**src/rtl/i2s_rx_if.sv**
```systemverilog
// FIFO write-side bundle for the I2S receiver: stereo sample pair, write strobe
// and the full flag coming back from the FIFO.
interface i2s_rx_if #(
   parameter int unsigned DW = 24
);
   logic [DW-1:0] l_sample;
   logic [DW-1:0] r_sample;
   logic          wr_en;
   logic          wr_full;

   modport master (
      output l_sample,
      output r_sample,
      output wr_en,
      input  wr_full
   );

   modport slave (
      input  l_sample,
      input  r_sample,
      input  wr_en,
      output wr_full
   );
endinterface

```
**src/rtl/i2s_rx.sv**
```systemverilog
// I2S slave receiver. Oversamples sclk/lrclk/sdi in the audio clock domain,
// deserializes left/right words and writes one stereo frame per lrclk period.
module i2s_rx #(
   parameter int unsigned DW = 24
) (
   input  logic       clk,
   input  logic       rst,
   input  logic       sclk,
   input  logic       lrclk,
   input  logic       sdi,
   i2s_rx_if.master   fifo,
   output logic       locked,
   output logic       overflow
);

   localparam int unsigned CW = $clog2(DW + 1);
   localparam logic [CW-1:0] DwC = CW'(DW);

   typedef enum logic [1:0] {StHunt, StLeft, StRight} state_e;

   logic sclk_meta, sclk_sync, sclk_prev;
   logic lrclk_meta, lrclk_sync;
   logic sdi_meta, sdi_sync;

   state_e         state_q, state_d;
   logic           ws_d_q, ws_d_d;
   logic [CW-1:0]  count_q, count_d;
   logic [DW-1:0]  shreg_q, shreg_d;
   logic [DW-1:0]  l_hold_q, l_hold_d;
   logic [DW-1:0]  l_sample_q, r_sample_q;
   logic           wr_en_q, overflow_q;

   logic           rise, ws, sd, word_end, frame_done;
   logic [CW-1:0]  count_acc;
   logic [DW-1:0]  shreg_acc, aligned;

   // Two-flop synchronizers plus the previous-sclk register for edge detection.
   always_ff @(posedge clk or posedge rst) begin
      if (rst) begin
         sclk_meta  <= 1'b0;
         sclk_sync  <= 1'b0;
         sclk_prev  <= 1'b0;
         lrclk_meta <= 1'b0;
         lrclk_sync <= 1'b0;
         sdi_meta   <= 1'b0;
         sdi_sync   <= 1'b0;
      end else begin
         sclk_meta  <= sclk;
         sclk_sync  <= sclk_meta;
         sclk_prev  <= sclk_sync;
         lrclk_meta <= lrclk;
         lrclk_sync <= lrclk_meta;
         sdi_meta   <= sdi;
         sdi_sync   <= sdi_meta;
      end
   end

   assign rise     = sclk_sync & ~sclk_prev;
   assign ws       = lrclk_sync;
   assign sd       = sdi_sync;
   assign word_end = rise & (ws != ws_d_q);

   // Next-state: bit accumulation, word alignment and HUNT/LEFT/RIGHT sequencing.
   always_comb begin
      state_d    = state_q;
      ws_d_d     = ws_d_q;
      count_d    = count_q;
      shreg_d    = shreg_q;
      l_hold_d   = l_hold_q;
      frame_done = 1'b0;

      // Bits beyond DW are dropped; the count saturates at DW.
      if (count_q < DwC) begin
         shreg_acc = {shreg_q[DW-2:0], sd};
         count_acc = count_q + CW'(1);
      end else begin
         shreg_acc = shreg_q;
         count_acc = count_q;
      end
      // Left-align short words; a zero-length word shifts out completely.
      aligned = shreg_acc << (DwC - count_acc);

      if (rise) begin
         ws_d_d = ws;
         unique case (state_q)
            StHunt: begin
               count_d = '0;
               shreg_d = '0;
               if (ws_d_q && !ws) state_d = StLeft;
            end
            StLeft: begin
               if (word_end) begin
                  l_hold_d = aligned;
                  count_d  = '0;
                  shreg_d  = '0;
                  state_d  = StRight;
               end else begin
                  count_d = count_acc;
                  shreg_d = shreg_acc;
               end
            end
            StRight: begin
               if (word_end) begin
                  frame_done = 1'b1;
                  count_d    = '0;
                  shreg_d    = '0;
                  state_d    = StLeft;
               end else begin
                  count_d = count_acc;
                  shreg_d = shreg_acc;
               end
            end
            default: state_d = StHunt;
         endcase
      end
   end

   // Capture state registers.
   always_ff @(posedge clk or posedge rst) begin
      if (rst) begin
         state_q  <= StHunt;
         ws_d_q   <= 1'b0;
         count_q  <= '0;
         shreg_q  <= '0;
         l_hold_q <= '0;
      end else begin
         state_q  <= state_d;
         ws_d_q   <= ws_d_d;
         count_q  <= count_d;
         shreg_q  <= shreg_d;
         l_hold_q <= l_hold_d;
      end
   end

   // Registered FIFO write; a frame completing while full is dropped and flagged.
   always_ff @(posedge clk or posedge rst) begin
      if (rst) begin
         l_sample_q <= '0;
         r_sample_q <= '0;
         wr_en_q    <= 1'b0;
         overflow_q <= 1'b0;
      end else begin
         wr_en_q <= frame_done & ~fifo.wr_full;
         if (frame_done && !fifo.wr_full) begin
            l_sample_q <= l_hold_q;
            r_sample_q <= aligned;
         end
         if (frame_done && fifo.wr_full) overflow_q <= 1'b1;
      end
   end

   assign fifo.l_sample = l_sample_q;
   assign fifo.r_sample = r_sample_q;
   assign fifo.wr_en    = wr_en_q;
   assign locked        = (state_q != StHunt);
   assign overflow      = overflow_q;

endmodule
```
**src/flat_wrapper.sv**
```systemverilog
// flat-port wrapper written by rule: the top's interface ports become plain ports
module i2s_rx_flat 
#(
   parameter int unsigned DW = 24
)
  (clk, rst, sclk, lrclk, sdi, locked, overflow, fifo_l_sample, fifo_r_sample, fifo_wr_en, fifo_wr_full);
  i2s_rx_if #(.DW(DW)) fifo_i ();
  input  logic clk;
  input  logic rst;
  input  logic sclk;
  input  logic lrclk;
  input  logic sdi;
  output logic locked;
  output logic overflow;
  output wire logic [$bits(fifo_i.l_sample)-1:0] fifo_l_sample;
  output wire logic [$bits(fifo_i.r_sample)-1:0] fifo_r_sample;
  output wire logic [$bits(fifo_i.wr_en)-1:0] fifo_wr_en;
  input wire logic [$bits(fifo_i.wr_full)-1:0] fifo_wr_full;
  assign fifo_l_sample = fifo_i.l_sample;
  assign fifo_r_sample = fifo_i.r_sample;
  assign fifo_wr_en = fifo_i.wr_en;
  assign fifo_i.wr_full = fifo_wr_full;
  i2s_rx #(.DW(DW)) u_core (.clk(clk), .rst(rst), .sclk(sclk), .lrclk(lrclk), .sdi(sdi), .fifo(fifo_i), .locked(locked), .overflow(overflow));
endmodule
```
**config.mk**
```make
export PLATFORM = sky130hd
export DESIGN_NAME = i2s_rx_flat
export DESIGN_NICKNAME = d
export VERILOG_FILES = /design/src/rtl/i2s_rx_if.sv /design/src/rtl/i2s_rx.sv /design/src/flat_wrapper.sv
export SDC_FILE = /design/constraint.sdc
export NUM_CORES = 1
export LEC_CHECK = 0
export BUFFER_PORTS_ARGS = -buffer_cell sky130_fd_sc_hd__clkbuf_2
export CELL_PAD_IN_SITES_DETAIL_PLACEMENT = 1
export CELL_PAD_IN_SITES_GLOBAL_PLACEMENT = 1
export CORE_MARGIN = 3
export CORE_UTILIZATION = 47
export DETAILED_ROUTE_END_ITERATION = 12
export PLACE_DENSITY = 0.8
export SETUP_SLACK_MARGIN = 0.15
export SLEW_MARGIN = 20
export SYNTH_ARGS = -nofsm -noshare
export SYNTH_HDL_FRONTEND = slang
export SYNTH_SLANG_ARGS = --single-unit
```
**constraint.sdc**
```tcl
create_clock -name clk -period 4.6 [get_ports clk]
set_input_delay 0.46 -clock clk [delete_from_list [all_inputs] [get_ports clk]]
set_output_delay 0.46 -clock clk [all_outputs]
set_load 0.01 [all_outputs]
```
==> key figures <==
Outcome
  • Outcome: finished, final reports clean

Place
  • Placed wire-length estimate: 11500 µm
  • GPL Wtd Cong: 0.943
  • Placed insts: 817
  • PortBufs: 56

Floorplanning
  • # rows: 40
  • Die area: 14400 µm²
  • Initial Util: 49.3%
  • Die Width: 120 µm
  • I/O pin cnt: 57
  • Core Region: 12400 µm²
  • Die H: 120 µm

Worst setup path
  • CP max stage delay: 0.91 ns
  • RR Startpoint: u_core.count_q[3]
  • Buf/Inv on CP: 1
  • Worst path cell trace: and2_1 > buf_4 > mux2i_1 > o21ai_0 > mux2i_1 > o221ai_1 > nand2_1 > o21ai_0
  • Delay-heaviest family, CP: compound AO/OA/AOI/OAI gates
  • Worst reg2reg setup slack: 0.84 ns
  • CP required: 4.91 ns
  • Worst Setup End Kind: register
  • Cells on worst reg2reg path: 8
  • Worst r2r dst: u_core.fifo.r_sample[8]
  • Worst setup path category: reg2reg
  • Crit path from: u_core.count_q[3]
  • Critical Path AT: 4.07 ns
  • Crit path launch type: register
  • Slowest CP cell: dfrtp_1
  • CP Max Fanout: 25

Timing
  • Clock skew: 0.00814 ns
  • Final setup viols: 0
  • Setup_tns: 0 ns
  • Fin. Hold Viols: 0
  • Crit share post-route: 81.6%
  • Max-slew violations: 0
  • Worst hold margin: 0.150 ns
  • Worst-Margin Slew: 0.936 ns
  • Tmin final: 3.76 ns
  • Setup repair after global routing missed its margin: no
  • Max-slew headroom: 37.1%
  • FMAX: 266 MHz

Route
  • DR vias: 4991
  • DR top layer: met4
  • Via-per-instance ratio: 5.89
  • Detailed-route DRC error count: 0
  • Metal3 WL: 682 µm
  • Initial drt markers: 288
  • Met1 WL: 7630 µm
  • WL/cell: 19.9 µm
  • Final ANT Viol Nets: 0
  • DR pass1 iterations: 5
  • WL final: 16900 µm
  • Met2 wire length: 8290 µm

Yosys
  • Synthesized area: 6090 µm²
  • Post-Synth Simple-Gate Area: 16.2%
  • Gate Count Post-Synth: 621
  • Syn avg cell area: 9.81 µm²
  • Post-synthesis xor/xnor area fraction: 1.42%
  • Compound-Gate Fraction of Synth Area: 17.7%
  • EDFF count, synth: 0
  • Main combinational cell family by area after synthesis: compound AO/OA/AOI/OAI gates
  • Post-synthesis register bit count: 113
  • Synth warnings: 0
  • Mapped Nets: 634
  • Post-synthesis mux area share: 12.9%
  • Count of different cell masters after synthesis: 62
  • Async S/R FF share, synth: 100%
  • Register area share after synthesis: 46.4%
  • Adder-Cell Fraction of Synth Area: 1.44%
  • Ys flop type: dfrtp_1

Global route
  • Tot GR Track Use: 24.9%
  • Remaining global-route overflow: 0
  • Pin count of the biggest net entering global routing: 84
  • Initial antenna violation count: 0
  • Vias in the first global route: 5089
  • First-pass GRT wire length: 28100 µm

CTS
  • CTS Hold Bufs: 0
  • CTS tree: built
  • H-Tree Level Count: 4
  • Sink Count: 113
  • Root Driver: clkbuf_16
  • Clock transition at the registers of the reported paths: 0.05 ns
  • TritonCTS buffer count: 17
  • Postcts setup bufs: 0
  • Clock buffer depth: 2
  • Worst skew pair latency: 0.41 ns
  • Post_cts resized: 0

Power
  • Leak: 0.00323 µW
  • PwrDens: 521 nW/µm²
  • VDD IR max: 0.000291 V

Cells and area
  • Number of diodes: 0
  • Nets: 681
  • Most frequent cells in the layout: 161 x nand2_1, 113 x dfrtp_1, 56 x clkbuf_2, 45 x o21ai_0, 39 x mux2i_1
  • Most common cell after layout, fill and taps aside: nand2_1
  • Share of layout cells above drive strength 1: 21.8%
  • Final std cells w/o fill: 847
  • Area Overhead vs Synth: 16.6%

Worst hold path
  • Hold Path Depth: 1
  • Hold Path Sink: u_core.sclk_meta
  • Hold crit path type: in2reg
  • Hold path start: sclk

Run
  • Max_cap viols: 0
-- registers in the layout (all words and copies together) (netlist names) --
register              count
u_core.l_hold_q          24
u_core.overflow           1
u_core.sclk_meta          1
u_core.fifo.l_sample     24
u_core.lrclk_sync         1
u_core.state_q            2
u_core.sdi_meta           1
u_core.count_q            5
u_core.ws_d_q             1
u_core.shreg_q           24
u_core.fifo.r_sample     24
u_core.sclk_sync          1
u_core.fifo.wr_en         1
u_core.sclk_prev          1
u_core.sd                 1
u_core.lrclk_meta         1
-- cell usage after synthesis (5+ instances only) --
| cell | count | area share (%) |
|---|---|---|
| a31oi_1 | 5 | 0.51 |
| nand3_1 | 16 | 1.3 |
| nor2_1 | 19 | 1.2 |
| dfrtp_1 | 113 | 46 |
| buf_4 | 5 | 0.62 |
| o221ai_1 | 5 | 0.72 |
| ha_1 | 7 | 1.4 |
| mux2_2 | 14 | 2.6 |
| mux4_2 | 10 | 3.7 |
| o21ai_1 | 9 | 0.74 |
| inv_1 | 8 | 0.49 |
| mux2i_1 | 39 | 6.4 |
| a22o_1 | 26 | 3.7 |
| nand2b_1 | 9 | 0.92 |
| clkbuf_1 | 27 | 1.7 |
| buf_2 | 5 | 0.41 |
| o31ai_1 | 12 | 1.5 |
| nand2_1 | 161 | 9.9 |
| o211ai_1 | 7 | 0.86 |
| a21oi_1 | 7 | 0.57 |
| o21ai_0 | 45 | 3.7 |
-- where the power goes --
part	internal [µW]	switching, µW	total, µW
sequential	1120	84.2	1200
clock	917	456	1370
combinational	425	702	1130
total	2460	1240	3700
-- worst max path at each step --
stage                                          end  slack (ns)  cells after the start
after detailed placement       u_core.l_hold_q[10]        1.04                      8
after global routing       u_core.fifo.r_sample[8]        0.63                      8
after global placement    u_core.fifo.r_sample[10]        1.17                      8
after CTS                  u_core.fifo.r_sample[8]        0.91                      8
after floorplan                  u_core.count_q[0]        1.15                      1
final                      u_core.fifo.r_sample[8]        0.84                      8
-- per-stage QoR --
stage / total power, µW / util [%] / cell area (µm²) / setup slack, ns
2_1_floorplan: 2030 / - / 6090 / 1.15
3_5_place_dp: 2330 / 52.4 / 6480 / 1.04
6_report: 3700 / 57.5 / 7110 / 0.845
5_1_grt: 3900 / 57.5 / 7110 / 0.630
4_1_cts: 3720 / 57.5 / 7100 / 0.914
3_3_place_gp: 2280 / 52.4 / 6480 / 1.17
-- area by class of cell --
| type | count | area (µm²) |
|---|---|---|
| Inverter | 8 | 35.0 |
| Timing Repair Buffer | 69 | 378 |
| Multi-Input combinational cell | 459 | 3030 |
| Sequential cell | 113 | 2830 |
| Fill cell | 1396 | 5260 |
| Tap cell | 168 | 210 |
| Clock inverter | 8 | 128 |
| Clock buffer | 22 | 494 |
-- kinds of logic after synthesis --
kind of cell | after synthesis
compound gates | 153
xor+xnor | 6
simple gates | 229
flops | 113
fa+ha+maj | 7
buf+inv | 49
mux | 64
-- per-layer routing --
metal / track usage (%) / up-vias
met4: 8.66 / 0
met2: 40.6 / 127
met5: 0 / -
met1: 33.7 / 2528
li1: - / 2315
met3: 4.10 / 21
(Power assumes the default switching activity.)
